### src/rtl/ram_fifo_ctrl.sv
// FWFT FIFO controller driving a 16x64 true-dual-port RAM (port A write, port B read)
// with a 2-entry output buffer hiding the read latency. Optional flush port via FIFO_FLUSH_EN.
module ram_fifo_ctrl #(
  parameter int DATA_W       = 64,
  parameter int ADDR_W       = 4,
  parameter int AFULL_THRESH = 12
) (
  input  logic              clock,
  input  logic              reset_n,
`ifdef FIFO_FLUSH_EN
  input  logic              flush,
`endif
  input  logic              s_valid,
  output logic              s_ready,
  input  logic [DATA_W-1:0] s_data,
  output logic              s_afull,
  output logic              m_valid,
  input  logic              m_ready,
  output logic [DATA_W-1:0] m_data,
  output logic [ADDR_W+1:0] level,
  output logic [DATA_W-1:0] ram_data_a,
  output logic [ADDR_W-1:0] ram_address_a,
  output logic              ram_wren_a,
  output logic              ram_rden_a,
  input  logic [DATA_W-1:0] ram_q_b,
  output logic [ADDR_W-1:0] ram_address_b,
  output logic              ram_rden_b,
  output logic              ram_wren_b,
  output logic [DATA_W-1:0] ram_data_b
);

  localparam int DEPTH = 2 ** ADDR_W;
  localparam logic [ADDR_W:0] DEPTH_C = (ADDR_W+1)'(DEPTH);
  localparam logic [ADDR_W:0] AFULL_C = (ADDR_W+1)'(AFULL_THRESH);

  logic              flushW;
  logic              push;
  logic              pop;
  logic              issue;
  logic [2:0]        obPending;
  logic              obTail;

  logic [ADDR_W-1:0] wrPtr_q, wrPtr_d;
  logic [ADDR_W-1:0] rdPtr_q, rdPtr_d;
  logic [ADDR_W:0]   ramCount_q, ramCount_d;
  logic              inflight_q, inflight_d;
  logic [1:0]        obCount_q, obCount_d;
  logic              obHead_q, obHead_d;
  logic [DATA_W-1:0] obMem_q [2];
  logic [DATA_W-1:0] obMem_d [2];

`ifdef FIFO_FLUSH_EN
  assign flushW = flush;
`else
  assign flushW = 1'b0;
`endif

  // reset_n in the push term makes the write strobe drop as soon as reset asserts
  always_comb begin
    s_ready   = (ramCount_q != DEPTH_C);
    m_valid   = (obCount_q != 2'd0);
    push      = s_valid & s_ready & reset_n & ~flushW;
    pop       = m_valid & m_ready & ~flushW;
    obPending = {1'b0, obCount_q} + {2'b00, inflight_q} - {2'b00, m_valid & m_ready};
    issue     = (ramCount_q != '0) & (obPending < 3'd2) & ~flushW;
    obTail    = obHead_q ^ (obCount_q != 2'd0);
  end

  always_comb begin
    s_afull       = (ramCount_q >= AFULL_C);
    m_data        = obMem_q[obHead_q];
    level         = {1'b0, ramCount_q} + (ADDR_W+2)'(inflight_q) + (ADDR_W+2)'(obCount_q);
    ram_data_a    = s_data;
    ram_address_a = wrPtr_q;
    ram_wren_a    = push;
    ram_rden_a    = 1'b0;
    ram_address_b = rdPtr_q;
    ram_rden_b    = issue;
    ram_wren_b    = 1'b0;
    ram_data_b    = '0;
  end

  // Capture into the buffer tail never collides with a full buffer: issue keeps ob+inflight <= 2
  always_comb begin
    wrPtr_d    = wrPtr_q + ADDR_W'(push);
    rdPtr_d    = rdPtr_q + ADDR_W'(issue);
    ramCount_d = ramCount_q + (ADDR_W+1)'(push) - (ADDR_W+1)'(issue);
    inflight_d = issue;
    obCount_d  = obCount_q + 2'(inflight_q) - 2'(pop);
    obHead_d   = obHead_q ^ pop;
    obMem_d[0] = obMem_q[0];
    obMem_d[1] = obMem_q[1];
    if (inflight_q) obMem_d[obTail] = ram_q_b;
    if (flushW) begin
      wrPtr_d    = '0;
      rdPtr_d    = '0;
      ramCount_d = '0;
      inflight_d = 1'b0;
      obCount_d  = 2'd0;
      obHead_d   = 1'b0;
    end
  end

  always_ff @(posedge clock or negedge reset_n) begin
    if (!reset_n) begin
      wrPtr_q    <= '0;
      rdPtr_q    <= '0;
      ramCount_q <= '0;
      inflight_q <= 1'b0;
      obCount_q  <= 2'd0;
      obHead_q   <= 1'b0;
      obMem_q[0] <= '0;
      obMem_q[1] <= '0;
    end else begin
      wrPtr_q    <= wrPtr_d;
      rdPtr_q    <= rdPtr_d;
      ramCount_q <= ramCount_d;
      inflight_q <= inflight_d;
      obCount_q  <= obCount_d;
      obHead_q   <= obHead_d;
      obMem_q[0] <= obMem_d[0];
      obMem_q[1] <= obMem_d[1];
    end
  end

endmodule

### config.mk
export PLATFORM = sky130hd
export DESIGN_NAME = ram_fifo_ctrl
export DESIGN_NICKNAME = d
export VERILOG_FILES = /design/src/rtl/ram_fifo_ctrl.sv
export SDC_FILE = /design/constraint.sdc
export NUM_CORES = 1
export LEC_CHECK = 0
export ABC_CLOCK_PERIOD_IN_PS = 4700
export CORE_ASPECT_RATIO = 2
export CORE_MARGIN = 5
export CORE_UTILIZATION = 40
export CTS_CLUSTER_SIZE = 24
export DETAILED_ROUTE_END_ITERATION = 10
export GPL_TIMING_DRIVEN = 0
export PLACE_DENSITY = 0.76
export SYNTH_ARGS = -nofsm -noshare
export SYNTH_HDL_FRONTEND = slang
export SYNTH_SLANG_ARGS = --single-unit
### constraint.sdc
create_clock -name clock -period 4.7 [get_ports clock]
set_clock_uncertainty 0.05 [all_clocks]
set_input_delay 0.705 -clock clock [delete_from_list [all_inputs] [get_ports clock]]
set_output_delay 0.705 -clock clock [all_outputs]
set_load 0.02 [all_outputs]
# Word-level counts from Yosys, hierarchy flattened
# Index checks and enable logic that the tools add are counted.
dict set report classes {
  bitwise 8
  reduce_logical 3
  n_eq_ne 1
  magnitude_cmp 5
  n_addsub 10
  muxes 6
}
# cell n
set op_table {}
lappend op_table {{two-way mux 64 bit} 4}
lappend op_table {{bitwise mux 128 bit} 1}
lappend op_table {{demux 64 bit (select 1 bit)} 1}
lappend op_table {{adder 4 x 1 -> 4 bit} 2}
lappend op_table {{adder 5 x 1 -> 6 bit} 1}
lappend op_table {{adder 6 x 2 -> 6 bit} 1}
lappend op_table {{adder 5 x 1 -> 5 bit} 1}
lappend op_table {{>= comparator 5 x 4 -> 1 bit (second input constant)} 1}
lappend op_table {{!= test 5 bit (second input constant)} 1}
lappend op_table {{nonzero test 5 bit} 1}
lappend op_table {{subtractor 5 x 1 -> 5 bit} 1}
lappend op_table {{bitwise AND 1 bit} 4}
lappend op_table {{>= comparator 2 bit (second input constant)} 2}
lappend op_table {{inverter 1 -> 2 bit} 2}
lappend op_table {{adder 2 x 1 -> 3 bit} 1}
lappend op_table {{< comparator 3 x 2 -> 1 bit (second input constant)} 1}
lappend op_table {{subtractor 3 x 1 -> 3 bit} 1}
lappend op_table {{adder 2 x 1 -> 2 bit} 1}
lappend op_table {{< comparator 2 x 1 -> 1 bit (second input constant)} 1}
lappend op_table {{nonzero test 2 bit} 1}
lappend op_table {{subtractor 2 x 1 -> 2 bit} 1}
lappend op_table {{XOR 1 bit} 2}
lappend op_table {{logical AND 1 bit} 1}
dict set report totals {
  wordCells 41
  inputBits 132
  register_bits 145
  out_inout_bits 213
}

# Depth between registers and ports, before layout
dict set report depth {
  word_depth 8
  depth_mapped 17
}

# Worst setup path after synthesis
# No wires, ideal clock.
dict set report synth_timing {
  kind {flip-flop to flip-flop}
  from {register obCount_q[1]}
  to {register ramCount_q[4]}
  n_path_buf 0
  t_required_ns 4.571
  setup_ns 0.079
  path_stages_with_launch 18
  period_less_slack_ns 4.269
  t_arrival_ns 4.140
  setup_slack_ns 0.431
  path_cell_list {dfrtp_1 -> nor2_4 -> and2b_2 -> ha_1 -> inv_1 -> ha_1 -> inv_1 -> fa_1 -> xor2_1 -> a311oi_1 -> ha_1 -> inv_1 -> ha_1 -> inv_1 -> fa_1 -> nand2b_1 -> a21oi_1 -> xor2_1}
}
dict set report synth_via {
  elab_chain_len 6
}
# element line_no
set synth_lines {}
lappend synth_lines {{from (decl)} 47} ;# logic [1:0] obCount_q, obCount_d;
lappend synth_lines {{from (signal assigned)} 119} ;# obCount_q <= obCount_d;
lappend synth_lines {{branches (longest 2 deep; another with adder 2 x 1 -> 3 bit)} -}
lappend synth_lines {{subtractor 3 x 1 -> 3 bit (*)} 64} ;# obPending = {1'b0, obCount_q} + {2'b00, inflight_q} - {2'b00, m_valid & m_ready};
lappend synth_lines {{< comparator 3 x 2 -> 1 bit (*)} 65} ;# issue = (ramCount_q != '0) & (obPending < 3'd2) & ~flushW;
lappend synth_lines {{bitwise AND 1 bit (*)} 65}
lappend synth_lines {{named net ram_rden_b} 27} ;# output logic ram_rden_b,
lappend synth_lines {{subtractor 5 x 1 -> 5 bit (*)} 87} ;# ramCount_d = ramCount_q + (ADDR_W+1)'(push) - (ADDR_W+1)'(issue);
lappend synth_lines {{named net ramCount_d[4]} 45} ;# logic [ADDR_W:0] ramCount_q, ramCount_d;
lappend synth_lines {{to (signal assigned)} 117} ;# ramCount_q <= ramCount_d;
lappend synth_lines {{to (decl)} 45}
# Mark *: on every way through the listed nets, which the timed path passes.
# A chain may end at the register's enable or synchronous reset.

# Final worst setup path
dict set report layout_timing {
  from {register obCount_q[1]}
  to {output ram_rden_b}
}
dict set report layout_via {
  elab_chain_len 5
}
# element line_no
set layout_lines {}
lappend layout_lines {{branches (longest 2 deep; another with adder 2 x 1 -> 3 bit)} -}
lappend layout_lines {{subtractor 3 x 1 -> 3 bit (*)} 64}
lappend layout_lines {{< comparator 3 x 2 -> 1 bit (*)} 65}
lappend layout_lines {{bitwise AND 1 bit (*)} 65}
lappend layout_lines {{to (decl)} 27}
# Mark *: on every way between the ends.

==> impl_metrics.ini <==
[outcome]
status = finished clean

[power]
internal_power_w = 0.005192
pwr_density_cell_mw_per_mm2 = 744.2
fin_total_pwr_w = 0.008151
power_frac_seq_pct = 27.9
p_clk_share_pct = 16.2
switching_share_pct = 36.30
combinationalPowerShare_pct = 55.9
irDropWorstVdd_uv = 412.8
p_switching_w = 0.002959
power_leakage_nw = 4.949

[placed_design]
place.gp.congestion = 0.7785
dpl_cell_area_sq_mm = 0.01036
numPortBuffers = 214
preCtsSetupSlack_ns = 0.05427
dpl.hpwl_um = 14740
dp.cells = 1095

[global_route]
grt_antenna_before_repair = 1
track_usage_pct = 16.99
first_global_vias = 5534
grt.overflow.total = 0
grt_max_degree = 84
grt_pass1_wl_um = 28500

[synthesis]
synth_common_cells = mux2_2, dfrtp_1, buf_4, inv_1, ha_1
synthMostInstantiatedCell = mux2_2
yosysTopAreaCell = dfrtp_1
synthTopCellsByArea = dfrtp_1, mux2_2, buf_4
synth_edf_count = 0
ys_ff_latch = 145
synth-seq-area-share_pct = 47.58
synth.avg_cell_area_sq_um = 13.62
yosysTopAreaCellShare_pct = 47.58
synth_cell_type_count = 29
ys.flop_type = dfrtp_1
syn_inst = 560
netlist_area_sq_mm = 0.007626
ys_warn_count = 0
synthArstFlopShare_pct = 100.0

[worst_setup_path]
crit_required_ns = 3.94
path_class = flip-flop to primary output
path_cells = nor2_4, and2b_2, ha_1, inv_1, ha_1, inv_1, fa_1, xor2_1, a311oi_2, clkdlybuf4s50_1
critPathLaunchType = flip-flop
worst-path-buf-inv = 3
r2r_start = obCount_q[1]$_DFF_PN0_
worstSetupEndpointType = primary output
slowest_stage = clkdlybuf4s50_1
reg2reg_depth = 17
reg2reg_to = ramCount_q[4]$_DFF_PN0_
worstPathArrival_ns = 3.63
cp_top_family = buffers and inverters
crit_fanout = 5
slowest_delay_ns = 0.69
reg2reg_slack_ns = 0.61

[sta]
rsz0062_at_grt = false
fin_ws_ns = 0.3121
report.final.slew_viol_count = 0
fin_hold_ws_ns = 0.2057
clock.fmax_mhz = 227.9
hold_viol_final = 0
relSlewSlack_pct = 56.41
tightestPinTransition_ns = 0.6402
fin_crit_ns = 4.388
finalSetupViolations = 0
fin_crit_sh_pct = 93.36

[detailed_routing]
vias = 4989
wl_um = 18550
first_iter_violations = 98
via_per_inst = 4.423
detail_route.wl_per_cell_um = 16.44
ant_nets = 0
route.detailed.drc = 0
drtPass1Iterations = 4

[floorplanning]
initial_core_util_pct = 40.49
fp.dieH_um = 205.3
row_count = 71
coreArea_sq_mm = 0.01883
die_x_um = 107.6
pin_count = 345
dieArea_sq_mm = 0.02209

[cts]
clkSinkCount = 145
clock_latency_ns = 0.42
root_buffer = clkbuf_16
cts_tree = built
cts.clk_slew.worst_paths_ns = 0.06
clockBufferDepth = 2
cts_buffers = 17
post_cts_buffers = 0
holdBufCountCts = 0
htree_num_levels = 4

[job]
maxCapViolCount = 0

[finish]
final_area_sq_mm = 0.01095
drive_gt1_share_pct = 43.58
multi_input_area_sq_mm = 0.003035
fill_cells = 1614
final_cells = 1128
seq_area_sq_mm = 0.003628
nNetsFinal = 1011
syn_to_final_growth_pct = 43.63

[worst_hold_path]
hp-class = input port to asynchronous set/reset pin
## cells by family after synthesis
| logic type | share of synthesized area, % |
|---|---|
| fa+ha+maj | 3.675 |
| compound gates | 0.5414 |
| buf+inv | 15.90 |
| simple gates | 1.247 |
| flops | 47.58 |
| mux | 29.63 |
| xor+xnor | 1.378 |
| other cells | 0.04917 |
## layout make-up
cell class                 count  area share (%)
sequential                   145           33.13
multi-input combinational    313           27.71
timing repair buffer         215           19.82
buffer                       149           10.45
clock buffer                  22           4.421
tap                          255           2.913
clock inverter                10          0.9139
inverter                      18          0.6169
antenna                        1         0.02285
## metrics by stage
stage,TNS [ns],util [%]
after floorplan,0,-
after global placement,-480.65,54.86
after detailed placement,0,55.01
after CTS,0,58.11
after global routing,0,58.16
final,0,58.16
## how the worst max path moves through the flow
stage                           start                       to  slack, ns  cells past startpoint
2_1_floorplan  obCount_q[1]$_DFF_PN0_  ramCount_q[4]$_DFF_PN0_       0.43                     17
3_3_place_gp                  reset_n               ram_wren_a      -3.57                      3
5_1_grt        obCount_q[1]$_DFF_PN0_               ram_rden_b       0.15                     10
4_1_cts        obCount_q[1]$_DFF_PN0_               ram_rden_b       0.03                     10
6_report       obCount_q[1]$_DFF_PN0_               ram_rden_b       0.31                     10
3_5_place_dp                  m_ready  ramCount_q[4]$_DFF_PN0_       0.05                     17
## power groups by stage
stage / Clock, W / Combinational [W] / Sequential [W]
6_report: 0.00132 / 0.00456 / 0.00227
5_1_grt: 0.00141 / 0.00488 / 0.00236
4_1_cts: 0.00136 / 0.00464 / 0.00228
3_5_place_dp: 0 / 0.00462 / 0.00229
3_3_place_gp: 0 / 0.00457 / 0.00227
2_1_floorplan: 0 / 0.00291 / 0.00223
## sequential cells by signal, indices dropped and copies added (netlist names)
name / count
ram_address_a: 4
ramCount_q: 5
obHead_q: 1
ram_address_b: 4
inflight_q: 1
obCount_q: 2
obMem_q: 128
## cells in the final DEF (no fill, tap or decap), types with 4 or more instances in the layout
cell / synthesis / final
conb_1: 1 / 66
buf_2: 6 / 6
fa_1: 4 / 4
ha_1: 16 / 16
mux2_4: 14 / 14
xor2_1: 7 / 7
inv_1: 18 / 18
buf_4: 130 / 130
dfrtp_1: 145 / 145
clkinvlp_4: 0 / 4
xnor2_1: 5 / 5
clkbuf_16: 0 / 17
clkdlybuf4s50_1: 0 / 213
clkbuf_8: 0 / 4
mux2_2: 178 / 178
buf_6: 12 / 13
## what timing repair did
action	4_1_cts	5_1_grt
endpoints found under the hold margin	0	0
resized for setup	0	1
setup endpoints to repair	0	1
## routing by layer
layer | vias to the layer above | share of wire [%] | global-route usage (%)
met5 | - | 0 | 0
met4 | 0 | 3.0 | 7.810
met3 | 28 | 7.9 | 4.804
met2 | 255 | 58 | 33.39
met1 | 2406 | 31 | 15.48
li1 | 2300 | - | -
Power figures use the tool's default switching activity.
